$ cat config.mk
export PLATFORM = sky130hd
export DESIGN_NAME = cordic_act_unit
export DESIGN_NICKNAME = d
export VERILOG_FILES = /design/src/rtl/cordic_act_unit.sv
export SDC_FILE = /design/constraint.sdc
export NUM_CORES = 1
export LEC_CHECK = 0
export ABC_CLOCK_PERIOD_IN_PS = 6800
export BUFFER_PORTS_ARGS = -buffer_cell sky130_fd_sc_hd__buf_2
export CAP_MARGIN = 20
export CORE_MARGIN = 2
export CORE_UTILIZATION = 35
export CTS_BUF_LIST = sky130_fd_sc_hd__clkbuf_4
export CTS_CLUSTER_DIAMETER = 100
export DETAILED_ROUTE_END_ITERATION = 10
export PLACE_DENSITY = 0.54
export SYNTH_ARGS = -nofsm -noshare
export SYNTH_HDL_FRONTEND = slang
export SYNTH_SLANG_ARGS = --single-unit
$ cat constraint.sdc
create_clock -name clk -period 6.8 [get_ports clk]
set_input_delay 1.36 -clock clk [delete_from_list [all_inputs] [get_ports clk]]
set_output_delay 1.36 -clock clk [all_outputs]
set_load 0.02 [all_outputs]
$ cat src/rtl/cordic_act_unit.sv
// Streaming activation unit: sigmoid, tanh and exp on one iterative hyperbolic CORDIC
// with a linear-mode divide pass, plus ReLU and range-saturation bypass.
module cordic_act_unit #(
   parameter int WIDTH = 32,
   parameter int FRAC  = 14,
   parameter int ITER  = 16,
   parameter int KINV  = 19784,
   parameter int XMAX  = 18317
) (
   input  logic                    clk,
   input  logic                    rst_n,
   input  logic                    in_valid,
   output logic                    in_ready,
   input  logic signed [WIDTH-1:0] x_in,
   input  logic [1:0]              func_select,
   output logic                    out_valid,
   input  logic                    out_ready,
   output logic signed [WIDTH:0]   result,
   output logic [1:0]              out_func,
   output logic                    sat
);
   localparam int DW    = WIDTH + 2;
   localparam int RW    = WIDTH + 1;
   localparam int TSH_L = (FRAC >= 14) ? FRAC - 14 : 0;
   localparam int TSH_R = (FRAC < 14) ? 14 - FRAC : 0;
   localparam logic signed [DW-1:0] ONE     = DW'(1) <<< FRAC;
   localparam logic signed [DW-1:0] XMAX_P  = DW'(XMAX);
   localparam logic signed [DW-1:0] XMAX_N  = -XMAX_P;
   localparam logic signed [DW-1:0] XMAX2_P = DW'(2 * XMAX);
   localparam logic signed [DW-1:0] XMAX2_N = -XMAX2_P;
   localparam logic signed [DW-1:0] KINV_D  = DW'(KINV);
   localparam logic signed [DW-1:0] EXP_MAX = {2'b00, {WIDTH{1'b1}}};
   localparam logic [4:0]           ITER_I   = 5'(ITER);
   localparam logic [4:0]           DIV_LAST = 5'(ITER - 1);

   typedef enum logic [2:0] {IDLE, HYP, DIV, POST, OUT} state_t;

   // Table is held at 14 fractional bits and rescaled to FRAC
   function automatic logic signed [DW-1:0] atanh_tab(input logic [4:0] i);
      int v;
      case (i)
         5'd1:    v = 9000;
         5'd2:    v = 4185;
         5'd3:    v = 2059;
         5'd4:    v = 1025;
         5'd5:    v = 512;
         5'd6:    v = 256;
         5'd7:    v = 128;
         5'd8:    v = 64;
         5'd9:    v = 32;
         5'd10:   v = 16;
         5'd11:   v = 8;
         5'd12:   v = 4;
         5'd13:   v = 2;
         5'd14:   v = 1;
         5'd15:   v = 1;
         default: v = 0;
      endcase
      return (DW'(v) <<< TSH_L) >>> TSH_R;
   endfunction

   state_t               state;
   logic [4:0]           idx;
   logic                 rep;
   logic [1:0]           func_q;
   logic                 byp_q;
   logic signed [DW-1:0] x_r, y_r, z_r, q_r;
   logic signed [DW-1:0] x_sh, y_sh, one_sh, tab;
   logic signed [DW-1:0] hyp_x, hyp_y, hyp_z, div_y, div_q;
   logic signed [DW-1:0] x_ext, a_init, byp_val;
   logic                 d_pos, rep_idx, hyp_last, byp_hit;

   // One CORDIC step for either mode; the FSM picks which results to keep
   always_comb begin
      x_sh     = x_r >>> idx;
      y_sh     = y_r >>> idx;
      one_sh   = ONE >>> idx;
      tab      = atanh_tab(idx);
      d_pos    = ~z_r[DW-1];
      hyp_x    = d_pos ? x_r + y_sh : x_r - y_sh;
      hyp_y    = d_pos ? y_r + x_sh : y_r - x_sh;
      hyp_z    = d_pos ? z_r - tab : z_r + tab;
      div_y    = y_r[DW-1] ? y_r + x_sh : y_r - x_sh;
      div_q    = y_r[DW-1] ? q_r - one_sh : q_r + one_sh;
      rep_idx  = (idx == 5'd4) || (idx == 5'd13);
      hyp_last = (idx == ITER_I) && !(rep_idx && !rep);
   end

   // Out-of-range arguments never reach the core, which would not converge on them
   always_comb begin
      x_ext   = {{2{x_in[WIDTH-1]}}, x_in};
      a_init  = (func_select == 2'b00) ? (x_ext >>> 1) : x_ext;
      byp_hit = 1'b0;
      byp_val = '0;
      case (func_select)
         2'b11: begin
            byp_hit = 1'b1;
            byp_val = x_ext[DW-1] ? '0 : x_ext;
         end
         2'b01: begin
            if (x_ext > XMAX_P) begin
               byp_hit = 1'b1;
               byp_val = ONE;
            end else if (x_ext < XMAX_N) begin
               byp_hit = 1'b1;
               byp_val = -ONE;
            end
         end
         2'b00: begin
            if (x_ext > XMAX2_P) begin
               byp_hit = 1'b1;
               byp_val = ONE;
            end else if (x_ext < XMAX2_N) begin
               byp_hit = 1'b1;
            end
         end
         default: begin
            if (x_ext > XMAX_P) begin
               byp_hit = 1'b1;
               byp_val = EXP_MAX;
            end else if (x_ext < XMAX_N) begin
               byp_hit = 1'b1;
            end
         end
      endcase
   end

   // Control FSM and datapath registers; a bypass value is parked in y_r until POST
   always_ff @(posedge clk or negedge rst_n) begin
      if (!rst_n) begin
         state     <= IDLE;
         in_ready  <= 1'b0;
         out_valid <= 1'b0;
         result    <= '0;
         out_func  <= '0;
         sat       <= 1'b0;
         func_q    <= '0;
         byp_q     <= 1'b0;
         idx       <= '0;
         rep       <= 1'b0;
         x_r       <= '0;
         y_r       <= '0;
         z_r       <= '0;
         q_r       <= '0;
      end else begin
         case (state)
            IDLE: begin
               if (in_valid && in_ready) begin
                  in_ready <= 1'b0;
                  func_q   <= func_select;
                  byp_q    <= byp_hit;
                  if (byp_hit) begin
                     y_r   <= byp_val;
                     state <= POST;
                  end else begin
                     x_r   <= KINV_D;
                     y_r   <= '0;
                     z_r   <= a_init;
                     q_r   <= '0;
                     idx   <= 5'd1;
                     rep   <= 1'b0;
                     state <= HYP;
                  end
               end else begin
                  in_ready <= 1'b1;
               end
            end
            HYP: begin
               x_r <= hyp_x;
               y_r <= hyp_y;
               z_r <= hyp_z;
               if (hyp_last) begin
                  idx   <= '0;
                  rep   <= 1'b0;
                  state <= (func_q == 2'b10) ? POST : DIV;
               end else if (rep_idx && !rep) begin
                  rep <= 1'b1;
               end else begin
                  idx <= idx + 5'd1;
                  rep <= 1'b0;
               end
            end
            DIV: begin
               y_r <= div_y;
               q_r <= div_q;
               if (idx == DIV_LAST) state <= POST;
               else idx <= idx + 5'd1;
            end
            POST: begin
               out_valid <= 1'b1;
               out_func  <= func_q;
               sat       <= byp_q;
               state     <= OUT;
               if (byp_q) begin
                  result <= y_r[RW-1:0];
               end else begin
                  case (func_q)
                     2'b00:   result <= RW'((ONE + q_r) >>> 1);
                     2'b01:   result <= RW'(q_r);
                     2'b10:   result <= RW'(x_r + y_r);
                     default: result <= '0;
                  endcase
               end
            end
            OUT: begin
               if (out_ready) begin
                  out_valid <= 1'b0;
                  in_ready  <= 1'b1;
                  state     <= IDLE;
               end
            end
            default: state <= IDLE;
         endcase
      end
   end
endmodule

Word-level counts from Yosys, hierarchy flattened
Memory sizes are Yosys's and may differ from the RTL's.
Index checks and enable logic that the tools add are counted.
- register bits after elaboration: 186
- bits in read-only memories: 224
- logic and storage cells: 129
- output and inout bits: 38
- input port bits: 38
- memories: 1
- reduce and logical (&&, ||, !) cells: 22
- multiplexer cells: 55
- equality and inequality tests: 19
- shifts and indexed selects: 3
- add/subtract/negate cells: 11
- magnitude comparators: 4
- memories (name ; words ; width ; read ports ; clocked after Yosys merged registers in ; write ports ; RTL line ; source):
    (name not given) ; 16 ; 14 ; 1 ; 0 ; 0 ; 41 ; case (i)
- operators by type and width (cell ; count):
    34-bit 2-to-1 mux ; 15
    34-bit one-hot mux with 2 select lines ; 3
    34-bit one-hot mux with 3 select lines ; 2
    34-bit adder ; 3
    34-bit subtractor ; 3
    33-bit one-hot mux with 3 select lines ; 1
    34-bit by 5-bit >>> shifter with 34-bit output ; 2
    32-bit 2-to-1 mux ; 2
    31-bit 2-to-1 mux ; 2
    16-bit by 34-bit adder with 34-bit output, first input constant ; 1
    34-bit by 32-bit adder with 34-bit output ; 1
    16-bit by 5-bit >>> shifter with 34-bit output, first input constant ; 1
    34-bit by 32-bit subtractor with 34-bit output ; 1
    33-bit adder ; 1
    33-bit 2-to-1 mux ; 1
    32-bit by 16-bit greater-than comparator with 1-bit output, second input constant ; 1
    32-bit by 17-bit greater-than comparator with 1-bit output, second input constant ; 1
    32-bit by 16-bit less-than comparator with 1-bit output, second input constant ; 1
    32-bit by 17-bit less-than comparator with 1-bit output, second input constant ; 1
    5-bit 2-to-1 mux ; 5
    15-bit 2-to-1 mux ; 1
    3-bit one-hot mux with 5 select lines ; 1
    5-bit one-hot mux with 3 select lines ; 1
    1-bit 2-to-1 mux ; 12
    other kinds (25) ; 51

Longest topological paths before layout
Gate-level depths: netlist of the first run.
- word-level depth: 7
- mapped depth: 34
- mapped depth without buffers: 24

Worst setup path after synthesis of the first run
Ideal clock, no wire load.
- path type: reg2reg
- start point: register idx[1]
- end point: register z_r[30]
- arrival time: 6.396 ns
- path slack: 0.270 ns
- required time: 6.666 ns
- stages on the path, launching flop included: 34
- period minus slack after synthesis: 6.530 ns
- path buffers: 10
- cells stage by stage: dfrtp_1 -> buf_6 -> buf_12 -> buf_12 -> buf_6 -> buf_6 -> buf_4 -> clkbuf_1 -> clkbuf_1 -> inv_1 -> ha_1 -> clkbuf_1 -> mux2_2 -> nand2_1 -> a21oi_1 -> or4_1 -> nor2_1 -> and4b_1 -> buf_2 -> ha_1 -> inv_1 -> o21ai_0 -> ha_1 -> a21o_1 -> a21o_1 -> a21oi_1 -> o21ai_0 -> a21o_1 -> a21oi_1 -> o21ai_0 -> a41o_1 -> o41ai_1 -> xor2_1 -> o21ai_0
- longest elaborated chain between the ends: 5
- elaborated cells between the ends (all ways): 6
- classes of those cells: 2 x add/sub; 3 x mux; 1 x memory
- RTL lines (what ; RTL line ; source):
    start, declared ; 63 ; logic [4:0] idx;
    start signal, assigned ; 179 ; idx <= idx + 5'd1;
    start signal, assigned ; 187 ; else idx <= idx + 5'd1;
    memory 16 x 14 bit (*) ; -- ;
    32-bit 2-to-1 mux (*) ; 41 ;
    34-bit by 32-bit subtractor with 34-bit output or 34-bit by 32-bit adder with 34-bit output (tied branches) ; 82 ; hyp_z = d_pos ? z_r - tab : z_r + tab;
    34-bit 2-to-1 mux (*) ; 82 ;
    34-bit one-hot mux with 2 select lines (*) ; 146 ; case (state)
    end signal, assigned ; 158 ; z_r <= a_init;
    end signal, assigned ; 171 ; z_r <= hyp_z;
    end, declared ; 67 ; logic signed [DW-1:0] x_r, y_r, z_r, q_r;
Every way passes the cells marked *; elsewhere a longest branch is shown, timed or not.
A chain may end at the register's enable or synchronous reset.

Worst setup path in the final report of the first run
- start point: register idx[1]
- end point: register y_r[31]
- longest elaborated chain between the ends: 4
- elaborated cells between the ends (all ways): 6
- classes of those cells: 2 x add/sub; 1 x shift; 3 x mux
- RTL lines (what ; RTL line ; source):
    34-bit by 5-bit >>> shifter with 34-bit output (*) ; 75 ; x_sh = x_r >>> idx;
    34-bit subtractor or 34-bit adder (tied branches) ; 81, 83 ;
    34-bit 2-to-1 mux, on equally long branches ; 83, 81 ;
    34-bit one-hot mux with 3 select lines (*) ; 146 ;
    end signal, assigned ; 153 ; y_r <= byp_val;
    end signal, assigned ; 170 ; y_r <= hyp_y;
    end signal, assigned ; 184 ; y_r <= div_y;
    end, declared ; 67 ;
Marked as above.

==> impl_metrics.csv, run 1 <==
group,metric,value,unit
synth,synthXorXnorAreaFrac,6.92,%
place,place_hpwl,74200,microns
setup_path,reg2reg_slack,0.55,ns
run_status,status,"complete, no violations",
clock_network,cts_made_buffers,17,
floorplan,start_util,35.2,%
sta,slew_viol_final,0,
clock_network,path_clk_slew,0.18,ns
cells_and_area,num-fill-cells,7546,
worst_hold_path,hold_depth,2,
floorplan,die_h,272,microns
sta,tightest_slew,1.01,ns
floorplan,num_io_pins,76,
route,via_per_inst,6.06,
synth,synth_warnings,0,
sta,fin_hold_ws,0.496,ns
route,first_pass_iters,6,
route,drt-wirelength-per-cell,23.3,microns
cells_and_area,area.growth.synth_to_final,6.42,%
setup_path,cp_max_fo,41,
sta,finalClockSkew,0.0236,ns
floorplan,die-area,73800,sq um
sta,period_share,92.0,%
cells_and_area,layout.cells.non_filler,4172,
synth,synth-seq-cells,186,
setup_path,cpLargestDelayFamily,"compound AO/OA/AOI/OAI gates",
route,vias,25300,
place,port_buffers,75,
floorplan,core-area,71200,sq um
setup_path,timing.critical_path.mode_cell,"buf_4",
clock_network,cts_tree,"done",
synth,synth_cell_type_count,102,
sta,hold_viol_final,0,
clock_network,clk_latency,0.78,ns
route,drc_errors,0,
synth,synth-compound-area-share,29.0,%
synth,synth-adder-area-share,11.2,%
sta,maxSlewHeadroom,32.3,%
setup_path,required,7.46,ns
setup_path,start_kind,"register",
synth,yosys.area_share.simple,18.7,%
synth,synth_edf_count,0,
clock_network,cts-resized-gates,0,
route,ant_nets,0,
synth,synthMuxAreaShare,10.4,%
grt,track_usage,26.0,%
setup_path,crit_path_end_kind,"register",
synth,synth_most_common_cell,"nand2_1",
clock_network,htreeDepth,4,
grt,grt.overflow.total,0,
synth,synth_top_family_by_area,"compound AO/OA/AOI/OAI gates",
synth,yosysSeqAreaShare,18.6,%
synth,yosys.area.top_type_share,18.6,%
clock_network,post_cts.repair.setup_buffers,0,
sta,rsz0062_at_grt,"false",
setup_path,crit_chain,"buf_4 -> mux2_2 -> or2_2 -> a21oi_1 -> a21oi_1 -> mux2i_1 -> o21a_1 -> ha_1 -> inv_1 -> o311ai_1 -> a2111oi_0 -> a211oi_1 -> buf_4 -> a2111oi_0 -> buf_4 -> nor2_1 -> nor2b_1 -> o41a_1 -> o31ai_1 -> mux2_2 -> o32a_1",
floorplan,dieWidth,272,microns
worst_hold_path,hold_start,"out_func[0]",
sta,setup_viol_count_final,0,
floorplan,rows,98,
grt,antenna_found_initial,8,
synth,synth_common_cells,"nand2_1 (347), nor2_1 (325), a21oi_1 (300)",
clock_network,cts_hold_buf,0,
setup_path,reg2reg_to,"y_r[31]",
synth,syn_area_per_cell,7.72,sq um
clock_network,cts.sinks,186,
route,drt_iter0_markers,2453,
place,dpl_cell_area,26400,sq um
place,place_congestion,0.993,
route,routed_wl,97300,microns
clock_network,clk_path_buf_depth,2,
grt,grt_pass1_vias,23900,
setup_path,worstSetupPathType,"reg -> reg",
cells_and_area,drive_above_1_share,9.65,%
setup_path,worst-path-buf-inv,4,
setup_path,critical_path.slowest_cell,"dfrtp_4",
sta,fin_crit,6.25,ns
sta,fmaxAchievable,160,MHz
cells_and_area,fin_area,26700,sq um
synth,syn-instance-count,3245,
worst_hold_path,hold_path.class,"reg -> reg",
setup_path,cpPeakStageDelay,0.84,ns
setup_path,crit-reg2reg-launch,"idx[1]",
grt,grt_max_degree,140,
synth,yosys.area.top_type,"dfrtp_1",
synth,synthArstFlopShare,100,%
worst_hold_path,min_to,"out_func[0]",
clock_network,root_buffer,"clkbuf_4",
place,placedCellCount,4132,
grt,grt_pass1_wl,149000,microns
synth,yosys-top-cells-area,"dfrtp_1 (19%), ha_1 (11%), a21oi_1 (6.0%)",
sta,tns,0,ns
setup_path,worstPathArrival,6.91,ns
flow_run,maxCapViolCount,0,
synth,syn_nets,3504,
synth,syn_area,25100,sq um
synth,synth-main-ff-cell,"dfrtp_1",
setup_path,rr_worst_depth,21,
cells_and_area,final_nets,3460,
layer usage:
| metal | wire length (microns) | track usage (%) |
|---|---|---|
| met5 | 0 | 0 |
| met4 | 3470 | 10.5 |
| met3 | 6230 | 3.88 |
| met2 | 44500 | 41.4 |
| met1 | 43100 | 35.1 |
worst max path at each step:
stage | startpoint | to | slack, ns | cells after the start
after detailed placement | idx[0] | x_r[33] | 0.67 | 23
after floorplan | idx[1] | z_r[30] | 0.27 | 33
after global placement | idx[1] | y_r[31] | 0.73 | 20
after global routing | idx[0] | y_r[31] | 0.03 | 21
after CTS | idx[1] | y_r[31] | 0.62 | 21
final | idx[1] | y_r[31] | 0.55 | 21
cell usage in the layout, fill, tap and decap left out, types with 94 or more instances in the layout:
cell	instances
inv_1	119
nand2_1	347
mux2i_1	99
dfrtp_1	180
a21oi_1	300
a21o_1	94
o21ai_0	237
ha_1	214
nor2_1	323
xnor2_1	111
worst register-to-register path, stage by stage (launching register included):
cell and delay [ns]:
dfrtp_4 0.84, buf_4 0.45, mux2_2 0.39, or2_2 0.28
a21oi_1 0.20, a21oi_1 0.09, mux2i_1 0.16, o21a_1 0.14
ha_1 0.28, inv_1 0.10, o311ai_1 0.16, a2111oi_0 0.82
a211oi_1 0.17, buf_4 0.21, a2111oi_0 0.42, buf_4 0.20
nor2_1 0.07, nor2b_1 0.23, o41a_1 0.21, o31ai_1 0.09
mux2_2 0.30, o32a_1 0.34
flip-flops by register name, indices dropped and copies added, names as in the netlist, 3 cells and up:
name	count
q_r	34
y_r	34
result	33
state	3
x_r	34
idx	5
z_r	34
through the flow:
step                      util, %  worst slack [ns]
final                        37.4             0.547
after floorplan                 -             0.270
after detailed placement     37.0             0.675
after global placement       37.0             0.727
after CTS                    37.4             0.619
after global routing         37.4            0.0260
kinds of logic after synthesis:
group           Yosys count
compound gates         1113
simple gates           1018
buf+inv                 322
fa+ha+maj               221
xor+xnor                198
mux                     187
flops                   186
area by class of cell:
class                           count  area (sq um)  share of cell area, %
Multi-Input combinational cell   2737         19200                   71.8
Sequential cell                   186          4670                   17.5
Tap cell                          950          1190                   4.46
Timing Repair Buffer              137           887                   3.33
Inverter                          122           458                   1.72
Clock buffer                       20           150                  0.563
Clock inverter                     11           145                  0.544
Antenna cell                        9          22.5                 0.0844
Power of run 1 is not shown: default switching activity piles up to over one toggle a cycle in this logic, so the estimate is an artifact.
==> inputs of run 2 (changes only) <==
PLACE_DENSITY = not set   (was 0.54)
PLACE_DENSITY_LB_ADDON = 0.25   (was not set)
==> impl_metrics.csv, run 2 (synthesized netlist as in run 1, its figures left out) <==
group,metric,value,unit
sta,fmaxAchievable,161,MHz
run_status,status,"complete, no violations",
floorplan,die_h,272,microns
setup_path,worstSetupPathType,"reg -> reg",
place,place_congestion,1.03,
floorplan,core-area,71200,sq um
sta,period_share,91.6,%
sta,setup_viol_count_final,0,
floorplan,start_util,35.2,%
sta,tns,0,ns
sta,hold_viol_final,0,
setup_path,start_kind,"register",
place,pre_cts_ws,0.693,ns
cells_and_area,fin_util,37.5,%
floorplan,dieWidth,272,microns
setup_path,worstPathArrival,6.93,ns
route,vias,25200,
grt,grt_pass1_vias,23500,
clock_network,htreeDepth,4,
setup_path,crit_path_end_kind,"register",
flow_run,maxCapViolCount,0,
clock_network,post_cts.repair.setup_buffers,0,
sta,tightest_slew,0.999,ns
route,ant_nets,0,
clock_network,path_clk_slew,0.22,ns
floorplan,num_io_pins,76,
cells_and_area,final_nets,3464,
sta,slew_viol_final,0,
route,drt-wirelength-per-cell,23.0,microns
floorplan,rows,98,
clock_network,root_buffer,"clkbuf_4",
setup_path,required,7.51,ns
cells_and_area,drive_above_1_share,9.82,%
clock_network,cts_hold_buf,0,
cells_and_area,final_cell_mix,"nand2_1 (346), nor2_1 (323), a21oi_1 (300)",
clock_network,cts_made_buffers,17,
floorplan,die-area,73800,sq um
worst_hold_path,hold_path.class,"reg -> reg",
grt,grt_pass1_wl,146000,microns
grt,grt.overflow.total,0,
sta,rsz0062_at_grt,"false",
route,first_pass_iters,6,
grt,track_usage,25.4,%
place,place_hpwl,72900,microns
clock_network,clk_latency,0.81,ns
cells_and_area,area.growth.synth_to_final,6.55,%
route,drc_errors,0,
grt,antenna_found_initial,13,
sta,fin_ws,0.574,ns
clock_network,cts_tree,"done",
route,via_per_inst,6.04,
clock_network,clk_path_buf_depth,2,
clock_network,cts.sinks,186,
place,port_buffers,75,
setup_path,cp_max_fo,41,
cells_and_area,final_common_cell,"nand2_1",
grt,grt_max_degree,84,
clock_network,cts-resized-gates,0,
sta,fin_hold_ws,0.495,ns
route,drt_iter0_markers,2733,
sta,fin_crit,6.23,ns
sta,finalClockSkew,0.0560,ns
route,routed_wl,96000,microns
sta,maxSlewHeadroom,33.1,%
[run 2: cell types whose count changed in the layout (fill, tap and decap cells not counted), sizes merged]
cell and delta:
buf +4, clkbuf -3, clkinv +2, bufinv -1, inv +3, diode -1
[run 2: final cells by class]
| type | instances | area [sq um] |
|---|---|---|
| multi-input cells | 2737 | 19200 |
| fillers | 7557 | 44500 |
| repair buffers | 141 | 905 |
| well taps | 950 | 1190 |
| diodes | 8 | 20.0 |
| clock inverters | 15 | 183 |
| clock buffers | 17 | 128 |
| inverters | 122 | 458 |
| flip-flops and latches | 186 | 4670 |
[run 2: worst paths after layout]
| path | startpoint | endpoint | slack (ns) | cells after the start |
|---|---|---|---|---|
| max in group asynchronous | rst_n | idx[1] | 4.78 | 2 |
| setup / recovery | idx[1] | x_r[29] | 0.57 | 21 |
| hold reg to reg | out_func[1] | out_func[1] | 0.50 | 2 |
| hold / removal | out_func[1] | out_func[1] | 0.50 | 2 |
| min in group asynchronous | rst_n | q_r[12] | 0.65 | 1 |
| setup reg to reg | idx[1] | x_r[29] | 0.57 | 21 |
[run 2: through the flow]
stage | std cells | instance area, sq um
final | 4176 | 26700
after global routing | 4176 | 26700
after CTS | 4168 | 26700
after floorplan | 3245 | 25100
after global placement | 4136 | 26400
after detailed placement | 4136 | 26400
[run 2: worst max-delay path, cell delays in order (launching register included)]
cell       delay [ns]
dfrtp_4          0.83
buf_4            0.39
mux2_1           0.40
a22oi_1          0.29
a21oi_1          0.23
nor3_1           0.52
and4_1           0.41
nor4b_2          0.50
a21oi_1          0.18
xor2_1           0.18
ha_1             0.36
a21oi_1          0.17
nand2_1          0.06
a21o_1           0.22
o2bb2ai_1        0.16
o21ai_0          0.20
nand3b_1         0.18
a41oi_1          0.34
o21bai_1         0.10
a21oi_1          0.19
xor2_1           0.15
o21ai_0          0.08
[run 2: per-layer routing]
metal / global-route usage (%) / share of wire (%) / up-vias / wire (microns)
met5: 0 / 0 / - / 0
met4: 8.42 / 2.9 / 0 / 2810
met3: 3.95 / 7.4 / 146 / 7070
met2: 40.3 / 45 / 975 / 43200
li1: - / - / 11900 / -
met1: 35.1 / 45 / 12200 / 42800
Power of run 2 is left out for the same reason.
